===== config.mk =====
export PLATFORM = sky130hd
export DESIGN_NAME = instr_fetch
export DESIGN_NICKNAME = d
export VERILOG_FILES = /design/src/rtl/instr_fetch_pkg.sv /design/src/rtl/instr_fetch_prog_mem.sv /design/src/rtl/instr_fetch.sv
export SDC_FILE = /design/constraint.sdc
export NUM_CORES = 1
export LEC_CHECK = 0
export BUFFER_PORTS_ARGS = -buffer_cell sky130_fd_sc_hd__buf_2
export CAP_MARGIN = 20
export CORE_MARGIN = 4
export CORE_UTILIZATION = 60
export CTS_CLUSTER_DIAMETER = 60
export CTS_CLUSTER_SIZE = 20
export DETAILED_ROUTE_END_ITERATION = 12
export PLACE_DENSITY = 0.78
export SYNTH_ARGS = -nofsm -noshare
export SYNTH_HDL_FRONTEND = slang
export SYNTH_HIERARCHICAL = 1
export SYNTH_SLANG_ARGS = --single-unit

===== constraint.sdc =====
create_clock -name clk -period 4 [get_ports clk]
set_input_delay 0.2 -clock clk [delete_from_list [all_inputs] [get_ports clk]]
set_output_delay 0.2 -clock clk [all_outputs]
set_load 0.02 [all_outputs]

===== src/rtl/instr_fetch_pkg.sv =====
// Shared definitions for the instruction fetch block: FSM encoding, HALT opcode
// and the field layout of a 20-bit program word.
package instr_fetch_pkg;

  typedef enum logic [1:0] {
    IDLE   = 2'd0,
    FETCH  = 2'd1,
    ISSUE  = 2'd2,
    HALTED = 2'd3
  } state_e;

  localparam logic [3:0] OP_HALT = 4'hF;

  localparam int WORD_W = 20;
  localparam int OP_MSB = 19;
  localparam int OP_LSB = 16;
  localparam int A_MSB  = 15;
  localparam int A_LSB  = 8;
  localparam int B_MSB  = 7;
  localparam int B_LSB  = 0;

  function automatic logic [7:0] sat_inc8(input logic [7:0] v);
    return (v == 8'hFF) ? v : v + 8'd1;
  endfunction

endpackage


===== src/rtl/instr_fetch_prog_mem.sv =====
// Program memory: one synchronous write port and one registered read port.
// The read register clears on reset; the storage array keeps its contents.
module prog_mem #(
  parameter int DEPTH = 16,
  parameter int AW    = 4,
  parameter int W     = 20
) (
  input  logic          clk,
  input  logic          rst,
  input  logic          we,
  input  logic [AW-1:0] waddr,
  input  logic [W-1:0]  wdata,
  input  logic          re,
  input  logic [AW-1:0] raddr,
  output logic [W-1:0]  rdata
);

  logic [W-1:0] mem_q [DEPTH];
  logic [W-1:0] rdata_d, rdata_q;

  // NOTE: the array has no reset so the program survives rst and maps onto plain RAM.
  always_ff @(posedge clk) begin
    if (we) mem_q[waddr] <= wdata;
  end

  // NOTE: combinational blocks assign every output a default first, so no latch is inferred.
  always_comb begin
    rdata_d = rdata_q;
    if (re) rdata_d = mem_q[raddr];
  end

  // NOTE: sequential state uses non-blocking assignments only.
  always_ff @(posedge clk or posedge rst) begin
    if (rst) rdata_q <= '0;
    else     rdata_q <= rdata_d;
  end

  assign rdata = rdata_q;

endmodule


===== src/rtl/instr_fetch.sv =====
// Instruction fetch/issue FSM with pc and saturating issue counter.
// Optional macro FETCH_LOOP_EN: wrap pc to 0 after the last word instead of halting.
module instr_fetch
  import instr_fetch_pkg::*;
#(
  parameter int DEPTH = 16,
  parameter int AW    = 4
) (
  input  logic          clk,
  input  logic          rst,
  input  logic          start,
  input  logic          prog_we,
  input  logic [AW-1:0] prog_addr,
  input  logic [19:0]   prog_data,
  input  logic          issue_ready,
  output logic          issue_valid,
  output logic [3:0]    instr,
  output logic [7:0]    inA,
  output logic [7:0]    inB,
  output logic          busy,
  output logic          halted,
  output logic [AW-1:0] pc,
  output logic [7:0]    issue_count
);

  localparam logic [AW-1:0] PC_LAST = AW'(DEPTH - 1);

  state_e              state_d, state_q;
  logic [AW-1:0]       pc_d, pc_q;
  logic [7:0]          cnt_d, cnt_q;
  logic                rd_en;
  logic                mem_we;
  logic [WORD_W-1:0]   rdata;

  assign busy   = (state_q == FETCH) || (state_q == ISSUE);
  assign halted = (state_q == HALTED);
  assign mem_we = prog_we && !busy;

  prog_mem #(
    .DEPTH (DEPTH),
    .AW    (AW),
    .W     (WORD_W)
  ) u_prog_mem (
    .clk   (clk),
    .rst   (rst),
    .we    (mem_we),
    .waddr (prog_addr),
    .wdata (prog_data),
    .re    (rd_en),
    .raddr (pc_q),
    .rdata (rdata)
  );

  assign instr = rdata[OP_MSB:OP_LSB];
  assign inA   = rdata[A_MSB:A_LSB];
  assign inB   = rdata[B_MSB:B_LSB];

  always_comb begin
    state_d     = state_q;
    pc_d        = pc_q;
    cnt_d       = cnt_q;
    rd_en       = 1'b0;
    issue_valid = 1'b0;
    case (state_q)
      IDLE, HALTED: begin
        if (start) begin
          pc_d    = '0;
          cnt_d   = '0;
          state_d = FETCH;
        end
      end
      FETCH: begin
        rd_en   = 1'b1;
        state_d = ISSUE;
      end
      ISSUE: begin
        // The fetched word is only visible once registered, so a HALT op is
        // recognised here and retired without ever raising issue_valid.
        if (instr == OP_HALT) begin
          state_d = HALTED;
        end else begin
          issue_valid = 1'b1;
          if (issue_ready) begin
            cnt_d = sat_inc8(cnt_q);
            if (pc_q == PC_LAST) begin
`ifdef FETCH_LOOP_EN
              pc_d    = '0;
              state_d = FETCH;
`else
              state_d = HALTED;
`endif
            end else begin
              pc_d    = pc_q + AW'(1);
              state_d = FETCH;
            end
          end
        end
      end
      default: state_d = IDLE;
    endcase
  end

  always_ff @(posedge clk or posedge rst) begin
    if (rst) begin
      state_q <= IDLE;
      pc_q    <= '0;
      cnt_q   <= '0;
    end else begin
      state_q <= state_d;
      pc_q    <= pc_d;
      cnt_q   <= cnt_d;
    end
  end

  assign pc          = pc_q;
  assign issue_count = cnt_q;

endmodule


==> results list <==
- Power density cells: 528 mW/mm^2
- Max transition margin: 28.6%
- Syn Nets: 682
- Library cells used by synthesis: between 50 and 60
- Setup total negative slack on the finished layout was measured at 0 ns.
- The number of global-route vias before repair is 7067.
* Main synth FF type: edfxtp_1
* GRT Total Usage: 23.2%
- The share of total power dissipated in the clock network is 28.8%.
- Count of flip-flops with a built-in enable after synthesis: 320
- Clock-pin slew was measured on the worst setup and hold paths at 0.08 ns.
- Worst Clk Skew: 0.00958 ns
- On the critical path the largest part of the delay comes from simple AND/OR/NAND/NOR gates.
- STA classifies the critical path endpoint as a flop.
- TritonCTS clock tree: yes
* Clk buf depth: 3
* Number of antenna violations at the first check in global routing: 0
- The later pin in the worst-skew pair is clocked with a latency of 0.52 ns.
* Fraction of power consumed by combinational cells: 16.5%
- CP Cell Sequence: inv_1, ha_1, and2_1, or3b_2, nor2_2, buf_4
- Via total after detailed routing: 6950
- Maximum Capacitance Violations: 0
- STA puts the critical path data arrival time at 3.05 ns.
- In this run the clock root is driven by a clkbuf_16.
- Area of the mapped netlist: ~0.014 mm^2
* Cell Area, Placed: about 0.015 mm^2
- The internal power of the cells totals 5.94 mW.
* DRT iter0 DRCs: approximately 850
* Overall die area: 0.0258 mm^2
* Number of vias per cell after detailed routing: 6.57
- Dividing the detail-routed wire length by the instance count gives 27.9 um.
- Once the clock tree was built, the resizer swapped 0 gates to a different size.
- Period utilisation layout: 71.2%
- Effective utilization at floorplan: 61.3%
- Type of the most critical hold path: primary input to flop
* H-tree Lvls: 1
* HPWL after detailed placement: ~17000 um
- Of the total power, registers draw 54.7%.
- Number of instances in the synthesized netlist: about 650
* Setup violations, final: 0
- Entering global routing, the biggest net connects 62 pins.
- Counting I/O delays and the setup requirement, the final critical path takes 2.85 ns.
- Summed over all cells, the static leakage comes to 4.93 nW.
- Ys Warns: 6
* Slowest cell on the critical path: or3b_2
- For this design, the sink count on the clock tree is roughly 350.
* Worst vdd ir: 0.000437 V
- Total count of max-transition violations in the final report: 0
* WP data required: 4.21 ns
* Wire length of the first global-routing pass: 45100 um
* Switching Power: 2.16 mW
* Row count: 55
- Transition time at the pin with the least slew margin: about 1.1 ns
- The final layout contains routed wiring with a total length of 29500 um.
* CP max FO: 12
* Port Buffer Count: 63
- Setup repair after global routing left no endpoint under its margin.
* Area Overhead vs Synth: 9.91%
- Antenna cells: 0
- The detail route stage leaves a number of antenna-violating nets equal to 0.
- Based on the critical path, the design can be clocked at up to 351 MHz.
- Core region area: 0.0228 mm^2
- The run finished with clean final reports.
* Kind of critical path: flop to flop
- The total overflow left after global routing is 0.
- Number of top-level pins: 64
* Stage delay of the slowest cell on the critical path: around 0.57 ns
* Fin. Hold Viols: 0
* Vertical die dimension: between 150 and 200 um
* Nets: 763
- Floorplan die width: 161 um
* Avg Synthesized Cell Area: ~22 um^2
- Net switching is 26.7% of the power.
- In this run, CTS created clock tree buffers numbering 22.
- Sequential-to-total area share from yosys stat: 74.9%
* Number of buffer and inverter stages on the critical path: 2
- Detailed-route DRC error count: 0
* Worst setup SP type: flop
* Async set-or-reset flop fraction in the synthesized netlist: 9.60%
- First drt pass iteration count: 5
- Cell area after layout: around 0.015 mm^2
- At the end of routability-driven placement, the weighted congestion stood at about 0.81.
* Share of cells above drive strength 1: roughly 33%
- The synthesized design contains 354 register bits.
per-layer routing:
metal | vias to the layer above | global-route usage, % | routed length [um]
li1 | 2868 | - | -
met1 | 3702 | 33.9 | 11800
met2 | 341 | 38.7 | 15000
met3 | 39 | 2.93 | 2220
met4 | 0 | 5.01 | 493
met5 | - | 0 | 0
per-stage QoR:
stage | utilization (%) | setup slack, ns | cells | power (mW) | hold slack, ns
after floorplan | - | 0.773 | 648 | 5.38 | 0.0892
after global placement | 64.0 | 1.36 | 1015 | 5.77 | 0.273
after detailed placement | 64.0 | 1.25 | 1015 | 5.84 | 0.297
after CTS | 67.1 | 1.20 | 1056 | 8.14 | 0.0264
after global routing | 67.3 | 1.08 | 1058 | 8.42 | 0.0365
final | 67.3 | 1.15 | 1058 | 8.10 | 0.0467
cells in the mapped netlist (2+ instances only):
master / number / area share (%)
buf_6: 8 / 0.65
a221oi_1: 2 / 0.13
clkbuf_1: 7 / 0.19
buf_2: 5 / 0.18
a221oi_2: 18 / 1.9
nand3_1: 6 / 0.22
o31ai_1: 3 / 0.16
nand3b_1: 3 / 0.16
nor2_1: 35 / 0.94
o22ai_1: 20 / 0.90
a221o_1: 4 / 0.29
nor2b_1: 2 / 0.090
and2_1: 2 / 0.090
nand2_1: 6 / 0.16
o21ai_0: 7 / 0.25
nand2b_1: 5 / 0.22
buf_12: 5 / 0.72
o21a_4: 2 / 0.22
buf_4: 4 / 0.22
mux4_2: 76 / 12
ha_1: 5 / 0.45
buf_8: 3 / 0.32
mux4_1: 4 / 0.75
and3_1: 3 / 0.13
o21ai_1: 3 / 0.11
nor3_1: 8 / 0.29
edfxtp_1: 320 / 69
dfrtp_1: 34 / 6.1
mux2i_1: 20 / 1.4
inv_1: 7 / 0.19
state kept, by name, summed over array words and instances, names as in the netlist:
name and flops:
issue_count 8, pc 4, state_q 2, u_prog_mem/mem_q 320, u_prog_mem/rdata 20
power groups by stage:
stage                     combinational, mW  clock (mW)  sequential [mW]
after floorplan                       0.846           0             4.53
after global placement                 1.27           0             4.51
after detailed placement               1.33           0             4.51
after CTS                              1.34        2.36             4.44
after global routing                   1.44        2.53             4.45
final                                  1.34        2.33             4.43
worst reg2reg max path, delay by kind of cell (launching register included):
kind / cells / cell delay, ns
fa+ha+maj: 1 / 0.35
buf+inv: 2 / 0.43
flops: 1 / 0.41
simple gates: 3 / 1.35
repair_timing:
action                                 4_1_cts  5_1_grt
buffers inserted                             0        0
endpoints found under the hold margin       34        0
hold buffers                                 1        0
final cells by class:
cell class,count,area (um^2)
Clock buffer,33,613
Clock inverter,7,87.6
Fill cell,1384,7440
Inverter,7,26.3
Multi-Input combinational cell,255,3210
Sequential cell,354,10500
Tap cell,313,392
Timing Repair Buffer,89,546
cells in the final DEF, fill, tap and decap left out, types with 3 or more instances in the layout:
master and count:
o21ai_1 3, clkbuf_1 10, nor2_1 23, o31ai_1 3
o22ai_1 20, o21ai_0 7, buf_4 23, nor3_1 4
nand2b_1 5, ha_1 4, dfrtp_1 31, a221o_1 4
nand2_1 6, clkbuf_16 23, mux2i_1 20, nand3_1 6
edfxtp_1 320, nor3_2 4, clkinv_2 3, a221oi_2 18
mux4_1 4, mux4_2 76, buf_2 63, and3_1 3
inv_1 7, nand3b_1 3, nor2_2 13
final timing paths:
kind	cells after the start	end	from	slack [ns]
min in group asynchronous	3	u_prog_mem/rdata[7]	rst	0.24
min reg2reg	2	state_q[1]	state_q[1]	0.57
max	6	u_prog_mem/mem_q[2][4]	state_q[0]	1.15
max in group asynchronous	3	pc[2]	rst	3.29
max reg2reg	6	u_prog_mem/mem_q[2][4]	state_q[0]	1.15
min	1	u_prog_mem/mem_q[13][10]	prog_data[10]	0.05
cell families after synthesis:
logic type,Yosys count,share of synthesized area [%]
AOI/OAI and AO/OA,66,4.49
adders and majority gates,5,0.448
buffers and inverters,39,2.46
DFF,354,74.9
muxes,102,14.6
and+or+nand+nor,82,3.03
Note: power is estimated with default switching activity, not from simulation.
